**config.mk**
```make
export PLATFORM = sky130hd
export DESIGN_NAME = seq_shift_unit
export DESIGN_NICKNAME = d
export VERILOG_FILES = /design/src/rtl/seq_shift_unit.sv
export SDC_FILE = /design/constraint.sdc
export NUM_CORES = 1
export LEC_CHECK = 0
export CAP_MARGIN = 20
export CORE_UTILIZATION = 30
export CTS_CLUSTER_DIAMETER = 150
export DETAILED_ROUTE_END_ITERATION = 6
export PLACE_DENSITY = 0.61
export SLEW_MARGIN = 20
export SYNTH_ARGS = -nofsm -noshare
export SYNTH_HDL_FRONTEND = slang
export SYNTH_SLANG_ARGS = --single-unit
export TNS_END_PERCENT = 30
```
**constraint.sdc**
```tcl
create_clock -name clk -period 2.1 [get_ports clk]
set_input_delay 0.21 -clock clk [delete_from_list [all_inputs] [get_ports clk]]
set_output_delay 0.21 -clock clk [all_outputs]
set_load 0.05 [all_outputs]
```
**src/rtl/seq_shift_unit.sv**
```systemverilog
// seq_shift_unit
//   Multi-cycle shift/rotate unit. An accepted start captures the operand,
//   distance, direction and mode; the working register is then shifted by up
//   to STEP positions per clock until the requested distance is consumed.
//
// Ports
//   clk           clock, rising edge
//   clear_n       asynchronous active-low reset
//   start         request; accepted in IDLE or DONE, ignored while busy
//   data_in       operand (WIDTH)
//   shift_amount  distance 0..WIDTH-1 (AW)
//   direction     0 = right, 1 = left
//   mode          00 logical, 01 arithmetic, 10 rotate, 11 logical
//   data_out      working / result register (WIDTH)
//   carry_out     last bit shifted or rotated out
//   zero          data_out == 0
//   busy          operation in progress
//   done          one-cycle completion pulse
//
// state   | meaning
// --------+---------------------------------------------------
// S_IDLE  | waiting for start, result held
// S_SHIFT | shifting, remaining != 0
// S_DONE  | result valid for one cycle; start may be re-accepted
module seq_shift_unit #(
  parameter int WIDTH = 8,
  parameter int STEP  = 1,
  localparam int AW   = $clog2(WIDTH)
) (
  input  logic             clk,
  input  logic             clear_n,
  input  logic             start,
  input  logic [WIDTH-1:0] data_in,
  input  logic [AW-1:0]    shift_amount,
  input  logic             direction,
  input  logic [1:0]       mode,
  output logic [WIDTH-1:0] data_out,
  output logic             carry_out,
  output logic             zero,
  output logic             busy,
  output logic             done
);

  typedef enum logic [1:0] {S_IDLE, S_SHIFT, S_DONE} state_t;

  localparam logic [AW-1:0] STEP_A = AW'(STEP);

  state_t                state, state_nxt;
  logic   [AW-1:0]       remaining;
  logic                  dir_q;
  logic   [1:0]          mode_q;
  logic                  accept;

  logic   [AW-1:0]       step_n, step_m1;
  logic   [WIDTH-1:0]    shifted;
  logic                  carry_nxt;
  logic   [2*WIDTH-1:0]  dbl, dbl_r, dbl_l;
  logic signed [WIDTH-1:0] sra;
  logic   [WIDTH-1:0]    probe_r, probe_l;

  always_ff @(posedge clk or negedge clear_n) begin
    if (!clear_n) state <= S_IDLE;
    else          state <= state_nxt;
  end

  always_comb begin
    state_nxt = state;
    accept    = 1'b0;
    case (state)
      S_IDLE, S_DONE: begin
        if (start) begin
          accept    = 1'b1;
          state_nxt = (shift_amount != '0) ? S_SHIFT : S_DONE;
        end else begin
          state_nxt = S_IDLE;
        end
      end
      S_SHIFT: begin
        if (remaining == step_n) state_nxt = S_DONE;
      end
      default: state_nxt = S_IDLE;
    endcase
  end

  // One step of n = min(remaining, STEP) positions.
  always_comb begin
    step_n  = (remaining < STEP_A) ? remaining : STEP_A;
    step_m1 = step_n - AW'(1);
    dbl     = {data_out, data_out};
    dbl_r   = dbl >> step_n;
    dbl_l   = dbl << step_n;
    sra     = $signed(data_out) >>> step_n;
    case (mode_q)
      2'b01:   shifted = direction_sel(dir_q, data_out << step_n, sra);
      2'b10:   shifted = direction_sel(dir_q, dbl_l[2*WIDTH-1:WIDTH], dbl_r[WIDTH-1:0]);
      default: shifted = direction_sel(dir_q, data_out << step_n, data_out >> step_n);
    endcase
    // Move the last departing bit (n-1 for right, WIDTH-n for left) to an end.
    probe_r   = data_out >> step_m1;
    probe_l   = data_out << step_m1;
    carry_nxt = dir_q ? probe_l[WIDTH-1] : probe_r[0];
  end

  function automatic logic [WIDTH-1:0] direction_sel(input logic left,
                                                     input logic [WIDTH-1:0] l_val,
                                                     input logic [WIDTH-1:0] r_val);
    return left ? l_val : r_val;
  endfunction

  always_ff @(posedge clk or negedge clear_n) begin
    if (!clear_n) begin
      data_out  <= '0;
      carry_out <= 1'b0;
      remaining <= '0;
      dir_q     <= 1'b0;
      mode_q    <= 2'b00;
    end else if (accept) begin
      data_out  <= data_in;
      carry_out <= 1'b0;
      remaining <= shift_amount;
      dir_q     <= direction;
      mode_q    <= mode;
    end else if (state == S_SHIFT) begin
      data_out  <= shifted;
      carry_out <= carry_nxt;
      remaining <= remaining - step_n;
    end
  end

  assign busy = (state == S_SHIFT);
  assign done = (state == S_DONE);
  assign zero = (data_out == '0);

endmodule

```
# Word-level counts from Yosys, hierarchy flattened
# Cells that the tools add are included.
# totals
reg_bits,17
in_bits,17
out_inout_bits,12
elab_cells,45
# op_classes
add_sub_neg,2
magnitude_cmp,1
n_eq_ne,6
shift,7
mux,18
n_reduce_logical,5
# ops
operator,count
2-to-1 mux 8 bit,5
one-hot mux 8 bit (2 select lines),1
<< shifter 16 x 3 -> 16 bit,1
<< shifter 8 x 3 -> 8 bit,2
right shift 16 x 3 -> 8 bit,1
2-to-1 mux 3 bit,3
zero test 8 bit,1
right shift 8 x 3 -> 1 bit,1
right shift 8 x 3 -> 8 bit,1
>>> shifter 8 x 3 -> 8 bit,1
2-to-1 mux 2 bit,3
2-to-1 mux 1 bit,5
"== test 2 x 1 -> 1 bit, second input constant",2
"== test 2 bit, second input constant",2
one-hot mux 2 bit (2 select lines),1
== test 3 bit,1
"< comparator 3 x 1 -> 1 bit, second input constant",1
nonzero test 3 bit,1
"subtractor 3 x 1 -> 3 bit, second input constant",1
subtractor 3 bit,1
zero test 2 bit,1
"inequality test 2 x 1 -> 1 bit, second input constant",1
nonzero test 2 bit,1
OR reduction 2 bit,1

# Logic depth before layout (Yosys ltp)
# Gate-level depths: netlist of the first run.
# logic_depth
ltp_word,7
ltp_mapped,9
mapped_depth_nobuf,7

# Worst setup path before layout of the first run
# OpenSTA, ideal clock, no wires.
# synth_path
kind,reg2reg
startpoint,reg remaining[1]
endpoint,reg carry_out
setup_ns,0.121
t_arrival_ns,2.136
required_ns,1.979
path_slack_ns,-0.157
path_stages_with_launch,10
n_path_buf,2
synth_period_minus_slack_ns,2.257
cell_sequence,dfrtp_1 > or3_1 > buf_6 > inv_1 > buf_2 > ha_1 > mux4_2 > nand3b_1 > nand4_1 > a22o_1
# synth_via
elab_chain_cells,7
word_cells_on_any_way,8
classes_between,1 x add/sub; 1 x order compare; 2 x shift; 4 x mux
# synth_rtl
item,line,text
start: declaration,49,logic [AW-1:0] remaining;
start signal: assignment,120,remaining <= shift_amount;
start signal: assignment,126,remaining <= remaining - step_n;
< comparator 3 x 1 -> 1 bit,87,step_n = (remaining < STEP_A) ? remaining : STEP_A;
2-to-1 mux 3 bit (*),87,
subtractor 3 x 1 -> 3 bit (*),88,step_m1 = step_n - AW'(1);
right shift 8 x 3 -> 1 bit / << shifter 8 x 3 -> 8 bit (equally long branches),"99, 100",
2-to-1 mux 1 bit (*),101,carry_nxt = dir_q ? probe_l[WIDTH-1] : probe_r[0];
2-to-1 mux 1 bit (*),123,end else if (state == S_SHIFT) begin
2-to-1 mux 1 bit (*),117,end else if (accept) begin
end signal: assignment,125,carry_out <= carry_nxt;
end: declaration,38,"output logic carry_out,"
# Mark *: on every way between the ends. The rest lies on a longest branch, timed or not. The select of a mux whose other input is x is not followed.
# A chain may end at the register's enable or synchronous reset.

# Worst setup path after layout of the first run
# Same ends and word-level chain as after synthesis.

==> results of run 1 <==
final timing paths:
kind | from | to | slack, ns
setup / recovery | remaining[1] | carry_out | 0.13
hold / removal | clear_n | mode_q[1] | 0.28
setup reg to reg | remaining[1] | carry_out | 0.13
hold reg to reg | carry_out | carry_out | 0.51
max in group asynchronous | clear_n | data_out[0] | 1.63
min in group clk | carry_out | carry_out | 0.51
state kept, by name, indices dropped and copies added, names as in the netlist:
| name | cells |
|---|---|
| remaining | 3 |
| data_out | 8 |
| carry_out | 1 |
| state | 2 |
| mode_q | 2 |
| dir_q | 1 |
worst max-delay path, cell delays in order, from the launching register on:
cell and delay, ns:
dfrtp_1 0.40, or3_1 0.41, inv_2 0.13, buf_12 0.11, mux4_2 0.47, nand3b_1 0.09
nand4_1 0.09, a22o_1 0.18
metrics by stage:
stage / setup TNS (ns) / hold slack [ns] / cells / power, mW / area, um^2
final: 0 / 0.2757 / 211 / 2.972 / 1640
after global routing: 0 / 0.3041 / 211 / 3.186 / 1640
after CTS: 0 / 0.2879 / 209 / 2.913 / 1613
after detailed placement: 0 / 0.4997 / 205 / 2.651 / 1568
after global placement: 0 / 0.4925 / 205 / 2.605 / 1568
after floorplan: -0.04921 / -0.08559 / 128 / 2.099 / 1201
power by group through the flow:
stage	Sequential [mW]	Combinational [mW]	Clock, mW
CTS	0.731	1.92	0.260
global route	0.764	2.15	0.275
detailed placement	0.735	1.92	0
finish	0.739	1.98	0.252
floorplan	0.917	1.18	0
global placement	0.726	1.88	0
placed cells by master, fill, tap and decap left out, types with 2 or more instances in the layout:
| master | n |
|---|---|
| mux2i_1 | 8 |
| mux4_2 | 4 |
| a22o_1 | 2 |
| nand2b_1 | 2 |
| o31ai_1 | 2 |
| buf_4 | 9 |
| a221o_1 | 2 |
| nor3_1 | 3 |
| nor2_1 | 11 |
| buf_12 | 2 |
| a22oi_1 | 6 |
| inv_2 | 2 |
| ha_1 | 5 |
| inv_1 | 6 |
| o21ai_0 | 12 |
| clkbuf_8 | 3 |
| clkdlybuf4s50_1 | 26 |
| nand2_1 | 9 |
| mux2_2 | 3 |
| a21oi_1 | 7 |
| nand3b_1 | 3 |
| or4_1 | 2 |
| dfrtp_1 | 17 |
area by class of cell:
type / count / area, um^2
Clock buffer: 4 / 45.04
Multi-Input combinational cell: 97 / 711.9
Sequential cell: 17 / 425.4
Timing Repair Buffer: 37 / 367.9
Inverter: 8 / 30.03
Tap cell: 48 / 60.06
Fill cell: 367 / 2103
metal layers:
metal | share of wire | routed length (um)
met3 | 0.035 | 105
met5 | 0 | 0
met1 | 0.47 | 1417
met4 | 0.024 | 74
met2 | 0.47 | 1436
logic make-up (layout without fill, tap and decap cells):
kind of cell	after synthesis	after routing
AOI/OAI and AO/OA	38	38
and+or+nand+nor	38	38
DFF	17	17
muxes	15	15
buffers and inverters	14	49
adders and majority gates	5	5
other	1	1
what timing repair did:
item / CTS / global route
setup buffers: 0 / 2
endpoints found under the setup margin: 0 / 1
hold endpoints to repair: 0 / 0
==> results.toml, run 1 <==
[run_status]
status = "finished, final reports clean"

[global_route]
met1_usage = 0.1987
met3_usage = 0.02257
track_usage = 0.1522
antenna_found_initial = 0
grt-busiest-layer = "met2"
grt_pass1_vias = 1041
grt_pass1_wl_um = 4850
overflow = 0
grt_max_degree = 18
grtUsageMet2 = 0.2396

[yosys]
ys_warn_count = 0
syn-num-nets = 150
synthFlopType = "dfrtp_1"
synth_top_family_by_area = "compound AO/OA/AOI/OAI gates"
synth_edf_count = 0
syn-cell-area_um2 = 1196
ys_top_cells_by_area = "dfrtp_1 (36%), mux4_2 (7.5%), mux2i_1 (6.7%)"
synthMuxAreaShare = 0.1705
yosysTopAreaCell = "dfrtp_1"
synth.most_common_cell = "dfrtp_1"
synth_seq_cells = 17
synth_commonest_cells = "dfrtp_1 (17), nor2_1 (12), o21ai_0 (12)"
syn_inst = 128
synth_cell_types = 37
synth_xor_area_frac = 0
synth_simple_gate_area_frac = 0.1600
synth_fa_ha_area_frac = 0.05230
avgSynthCellArea_um2 = 9.345
synth_compound_area_frac = 0.2071
synth_top_area_frac = 0.3556
synth_async_sr_flop_share = 1.000
ys_seq_area_frac = 0.3556

[clocking]
cts_hold_buf = 0
cts_max_level = 1
clk_path_buf_depth = 2
clockRootBuffer = "clkbuf_8"
cts_resized = 0
clkLatencyLatePin_ns = 0.26
clock-sinks = 17
numCtsBuffers = 3
tritoncts = "built"
clkTransAtPathRegs_ns = 0.07

[sta]
tightest_slew_ns = 0.7283
setup_violations = 0
worst_slack_ns = 0.1251
fin_crit_ns = 1.975
fin_worst_skew_ns = 0.008078
slew_headroom = 0.5127
slew_violations = 0
fmax_ghz = 0.5064
fin_crit_sh = 0.9404
finalHoldViolCount = 0
rsz0062_at_grt = "false"

[setup_path]
cp-end-kind = "flop"
reg2reg_depth = 7
crit_path_max_fanout = 4
path_class = "reg2reg"
required_ns = 2.25
crit_arrival_ns = 2.13
start_kind = "flop"

[power_and_ir_drop]
ir_drop_mv = 0.5524
p_sw_mw = 1.462
p_int_mw = 1.510
power_frac_seq = 0.249
clock_power_share = 0.085
p_comb_frac = 0.666
total_leakage_power_nw = 0.7030
power.density_nw_per_um2 = 1812
swShare = 0.4919

[die]
io_pins = 29
die_w_um = 65.15
initial_core_util = 0.3195
dieArea_um2 = 4244
core_area_um2 = 3744
die_height_um = 65.15
num_rows = 22

[detailed_routing]
wl_per_cell_um = 14.37
drc = 0
postRouteAntennaNets = 0
via_count = 1137
drt_wl_total_um = 3033
via_per_inst = 5.389
firstDrtPassIters = 4
drtIter0Drc = 25

[final_layout]
antenna_cells = 0
drive_gt1_frac = 0.1472
finalNetCount = 186
postLayoutCoreUtil = 0.4382
syn_to_final_growth_pct = 37.13

[run]
max_cap_viol_count = 0

[min_path]
min_path_type = "in2async"

[placed_design]
hpwl_um = 2185
portBuffers = 28
dp_slack_ns = 0.09939
place_congestion = 0.8221
No activity file was read; power rests on OpenSTA's default activity.
==> run 2: changes to the inputs <==
- SETUP_SLACK_MARGIN: unset -> 0.2
==> run 2 against run 1 <==
Effect of this change:
- sequential power about the same
- utilization up 0.37 points
- design area is 0.84% higher
- critical endpoint unchanged
- largest power group unchanged
==> results.toml, run 2 (same netlist as run 1, synthesis figures left out) <==
[setup_path]
path_buf_inv = 1
cp-end-kind = "flop"
r2r_start = "remaining[0]"
crit_family = "simple AND/OR/NAND/NOR gates"
crit_arrival_ns = 2.04
path_depth = 7
path_class = "reg2reg"
cp_slowest_cell = "or3_4"
required_ns = 2.24
crit_path_max_fanout = 4
start_kind = "flop"
path_cells = "or3_4 > inv_6 > ha_4 > mux4_2 > nand3b_1 > nand4_1 > a22o_1"
slowest_delay_ns = 0.43
reg2reg_depth = 7
crit_start = "remaining[0]"

[clocking]
tritoncts = "built"
cts_max_level = 1
clkTransAtPathRegs_ns = 0.07
clock-sinks = 17
clk_path_buf_depth = 2
clockRootBuffer = "clkbuf_8"
numCtsBuffers = 3
clkLatencyLatePin_ns = 0.25
cts_hold_buf = 0

[final_layout]
top_regs = "data_out: 8 flops, remaining: 3 flops"
finalInstanceArea_um2 = 1654
antenna_cells = 0
largest_register_ffs = 8
final_cell_mix = "clkdlybuf4s50_1 (26), dfrtp_1 (17), o21ai_0 (12)"
n_fill_cell = 382
layout_commonest_cell = "clkdlybuf4s50_1"
multi_input_area_um2 = 729.5
finalNetCount = 186
syn_to_final_growth_pct = 38.28
regArea_um2 = 425.4
regMostFlops = "data_out"
drive_gt1_frac = 0.1595

[detailed_routing]
drc = 0
wl_per_cell_um = 14.36
via_count = 1144
drtIter0Drc = 51
drt_wl_total_um = 3029
postRouteAntennaNets = 0
via_per_inst = 5.422
firstDrtPassIters = 4

[sta]
slew_headroom = 0.5206
setup_violations = 0
fin_crit_ns = 1.902
slew_violations = 0
finalHoldViolCount = 0
fin_worst_skew_ns = 0.002739
fin_tns_setup_ns = 0
rsz0062_at_grt = "true"
fin_crit_sh = 0.9055
tightest_slew_ns = 0.7164
fmax_ghz = 0.5259

[global_route]
antenna_found_initial = 0
overflow = 0
track_usage = 0.1524
grt_pass1_wl_um = 5023
grt_pass1_vias = 1041
grt_max_degree = 18

[power_and_ir_drop]
total_leakage_power_nw = 0.7005
power.density_nw_per_um2 = 1811
ir_drop_mv = 0.9771

[die]
num_rows = 22
die_height_um = 65.15
dieArea_um2 = 4244
initial_core_util = 0.3195
core_area_um2 = 3744
io_pins = 29
die_w_um = 65.15

[run]
max_cap_viol_count = 0

[placed_design]
hpwl_um = 2223
place_congestion = 0.7775
place_area_um2 = 1578
portBuffers = 28

[run_status]
status = "finished, final reports clean"

[min_path]
min_path_type = "in2async"
==> run 2: report_power, final <==
group	leakage [nW]	internal [mW]	switching [mW]
sequential	0.210	0.492	0.247
clock	0.0228	0.134	0.110
combinational	0.468	0.893	1.12
==> run 2: layout make-up <==
type / instances / share of cell area
sequential: 17 / 0.2572
multi-input combinational: 97 / 0.4410
clock buffer: 4 / 0.02723
tap: 48 / 0.03631
timing repair buffer: 37 / 0.2171
inverter: 8 / 0.02118
==> run 2: through the flow <==
stage / instances / power [mW] / util / hold slack, ns / setup WS [ns]
detailed placement: 204 / 2.681 / 0.4215 / 0.4985 / 0.1104
global placement: 204 / 2.641 / 0.4215 / 0.4945 / 0.1657
finish: 211 / 2.996 / 0.4418 / 0.2851 / 0.1984
CTS: 209 / 2.972 / 0.4378 / 0.2899 / 0.2012
floorplan: 128 / 2.138 / - / -0.08559 / 0.1357
global route: 211 / 3.203 / 0.4418 / 0.3013 / 0.1411
==> run 2: worst paths after layout <==
kind                                     to  slack [ns]
worst max-delay path              carry_out        0.20
worst min-delay path            data_out[5]        0.29
worst max register to register    carry_out        0.20
worst min register to register    carry_out        0.51
max in group asynchronous             dir_q        1.62
min in group clk                  carry_out        0.51
==> run 2: repair_timing <==
action	in CTS	in global routing
pin swaps	0	2
gates cloned	0	0
setup endpoints to repair	1	2
gates resized for setup	2	0
buffers inserted	1	2
==> run 2: metal layers <==
layer / vias to the layer above / global-route usage / wire [um]
met3: 0 / 0.02257 / 149
met5: - / 0 / 0
li1: 546 / - / -
met4: 0 / 0.01630 / 0
met2: 32 / 0.2487 / 1450
met1: 566 / 0.2198 / 1429
==> run 3: changes to the inputs <==
- ABC_AREA: unset -> 1
==> run 3 against run 2 <==
Effect of this change:
- area after synthesis is 2.5% higher
- register-to-register slack improved by 0.16 ns
- via count is 12% higher
- clock skew down 0.0014 ns
==> results.toml, run 3 <==
[run_status]
status = "finished, final reports clean"

[power_and_ir_drop]
swShare = 0.5436
power_frac_seq = 0.213
power.density_nw_per_um2 = 1821
clock_power_share = 0.082
p_int_mw = 1.362
p_sw_mw = 1.623
total_power_mw = 2.985
p_comb_frac = 0.705
ir_drop_mv = 0.8450
total_leakage_power_nw = 0.7979

[yosys]
avgSynthCellArea_um2 = 6.967
synth_async_sr_flop_share = 1.000
ys_seq_area_frac = 0.3469
synth_edf_count = 0
syn_inst = 176
syn-num-nets = 198
synth_cell_types = 26
syn-cell-area_um2 = 1226
synthFlopType = "dfrtp_1"
synth_seq_cells = 17
ys_top_cells_by_area = "dfrtp_1 (35%), nand2_1 (14%), nand3_1 (11%)"
synth_top_area_frac = 0.3469
yosysTopAreaCell = "dfrtp_1"
synth.most_common_cell = "nand2_1"
ys_warn_count = 0
synth_commonest_cells = "nand2_1 (47), nand3_1 (27), inv_1 (26)"

[placed_design]
hpwl_um = 2548
portBuffers = 28
place_area_um2 = 1578
place_congestion = 0.9253
dp.cells = 253

[final_layout]
syn_to_final_growth_pct = 33.67
finalNetCount = 234
antenna_cells = 0
top_regs = "data_out: 8 flops, remaining: 3 flops"
fin_cells = 259
regArea_um2 = 426.7
largest_register_ffs = 8
n_fill_cell = 382
drive_gt1_frac = 0.08531
layout_commonest_cell = "nand2_1"
multi_input_area_um2 = 685.7
final_cell_mix = "nand2_1 (47), nand3_1 (27), inv_1 (26), clkdlybuf4s50_1 (26), dfrtp_1 (16)"
finalInstanceArea_um2 = 1639
regMostFlops = "data_out"

[clocking]
numCtsBuffers = 3
clockRootBuffer = "clkbuf_8"
clk_path_buf_depth = 2
clkTransAtPathRegs_ns = 0.07
clock-sinks = 17
clkLatencyLatePin_ns = 0.25
tritoncts = "built"
cts_max_level = 1

[die]
num_rows = 22
initial_core_util = 0.3228
die_height_um = 65.93
die_w_um = 65.93
core_area_um2 = 3799
dieArea_um2 = 4347
io_pins = 29

[global_route]
grt_pass1_vias = 1184
overflow = 0
track_usage = 0.1615
grt_pass1_wl_um = 5368
antenna_found_initial = 0
grt_max_degree = 18

[setup_path]
cp-end-kind = "output port"
crit_arrival_ns = 1.56
path_cells = "nor2_1 > clkdlybuf4s50_1"
start_kind = "flop"
slowest_delay_ns = 0.80
cp_slowest_cell = "clkdlybuf4s50_1"
path_class = "reg2out"
required_ns = 1.89
path_buf_inv = 1
reg2reg_slack_ns = 0.36
r2r_end = "carry_out"
reg2reg_depth = 11
crit_family = "buffers and inverters"
crit_path_max_fanout = 3
r2r_start = "remaining[2]"

[detailed_routing]
firstDrtPassIters = 5
via_count = 1280
maxUsedRoutingLayer = "met4"
drt_wl_total_um = 3179
met1_length_um = 1482
wl_met3_um = 189
drc = 0
postRouteAntennaNets = 0
wl_per_cell_um = 12.27
met2_length_um = 1497
via_per_inst = 4.942
drtIter0Drc = 70

[sta]
fin_tns_setup_ns = 0
fmax_ghz = 0.5640
setup_violations = 0
fin_crit_sh = 0.8444
slew_headroom = 0.6668
slew_violations = 0
fin_worst_skew_ns = 0.001310
finalHoldViolCount = 0
fin_crit_ns = 1.773
rsz0062_at_grt = "false"
tightest_slew_ns = 0.4983

[run]
max_cap_viol_count = 0

[min_path]
min_path_type = "in2async"
## run 3: cell count changes in the layout (fill, tap and decap cells not counted), sizes merged, moves of 4 or more
cell / delta
a22oi: -6
inv: +19
mux2i: -8
mux4: -4
nand2: +40
nand3: +26
o221ai: +4
## run 3: final cells by class
cell class / count / share of cell area
Sequential cell: 17 / 0.2603
Multi-Input combinational cell: 129 / 0.4183
Tap cell: 48 / 0.03664
Inverter: 27 / 0.06183
Clock buffer: 4 / 0.02748
Timing Repair Buffer: 34 / 0.1954
## run 3: cell families after synthesis
| kind of cell | Yosys count | share of synthesized area |
|---|---|---|
| other | 1 | 0.003058 |
| DFF | 17 | 0.3469 |
| buffers and inverters | 30 | 0.09795 |
| and+or+nand+nor | 90 | 0.3306 |
| AOI/OAI and AO/OA | 32 | 0.1633 |
| xor gates and xnor gates | 1 | 0.007144 |
| adders and majority gates | 5 | 0.05102 |
## run 3: metrics by stage
step	hold slack [ns]	util	setup WS, ns
6_report	0.2800	0.4315	0.3268
5_1_grt	0.3024	0.4315	0.2059
4_1_cts	0.2832	0.4272	0.3120
3_5_place_dp	0.5122	0.4153	0.3741
3_3_place_gp	0.5007	0.4153	0.4254
2_1_floorplan	-0.08559	-	0.3920
## run 3: worst max-delay path by stage
stage,to,start,slack [ns],depth (start not counted)
2_1_floorplan,zero,data_out[7],0.39,3
3_3_place_gp,carry_out,remaining[2],0.43,11
3_5_place_dp,carry_out,remaining[2],0.37,11
4_1_cts,done,state[0],0.31,2
5_1_grt,carry_out,remaining[2],0.21,11
6_report,done,state[0],0.33,2
## run 3: power groups by stage
stage	clock network (mW)	logic (mW)	registers, mW
floorplan	0	1.24	0.898
global placement	0	2.10	0.640
detailed placement	0	2.06	0.645
CTS	0.254	2.07	0.639
global route	0.264	2.35	0.663
finish	0.245	2.10	0.637
## run 3: routing by layer
metal | track usage | vias to the layer above
met3 | 0.02069 | 2
met1 | 0.2278 | 582
met4 | 0.03989 | 0
li1 | - | 656
met5 | 0 | -
met2 | 0.2589 | 40
## run 3: repair_timing
item | CTS | global route
buffers inserted | 0 | 2
endpoints found under the setup margin | 0 | 1
hold buffers | 0 | 0
gates resized for setup | 0 | 1
## run 3: worst reg2reg max path: stages, from the launching register on
cell and delay, ns:
dfrtp_2 0.45, nor2_8 0.18, nand2_4 0.12, inv_1 0.11, ha_1 0.28, inv_1 0.13
nand3_1 0.10, nand3_1 0.09, nand2_1 0.05, nand2_1 0.05, nand3_1 0.06, nand2_1 0.06
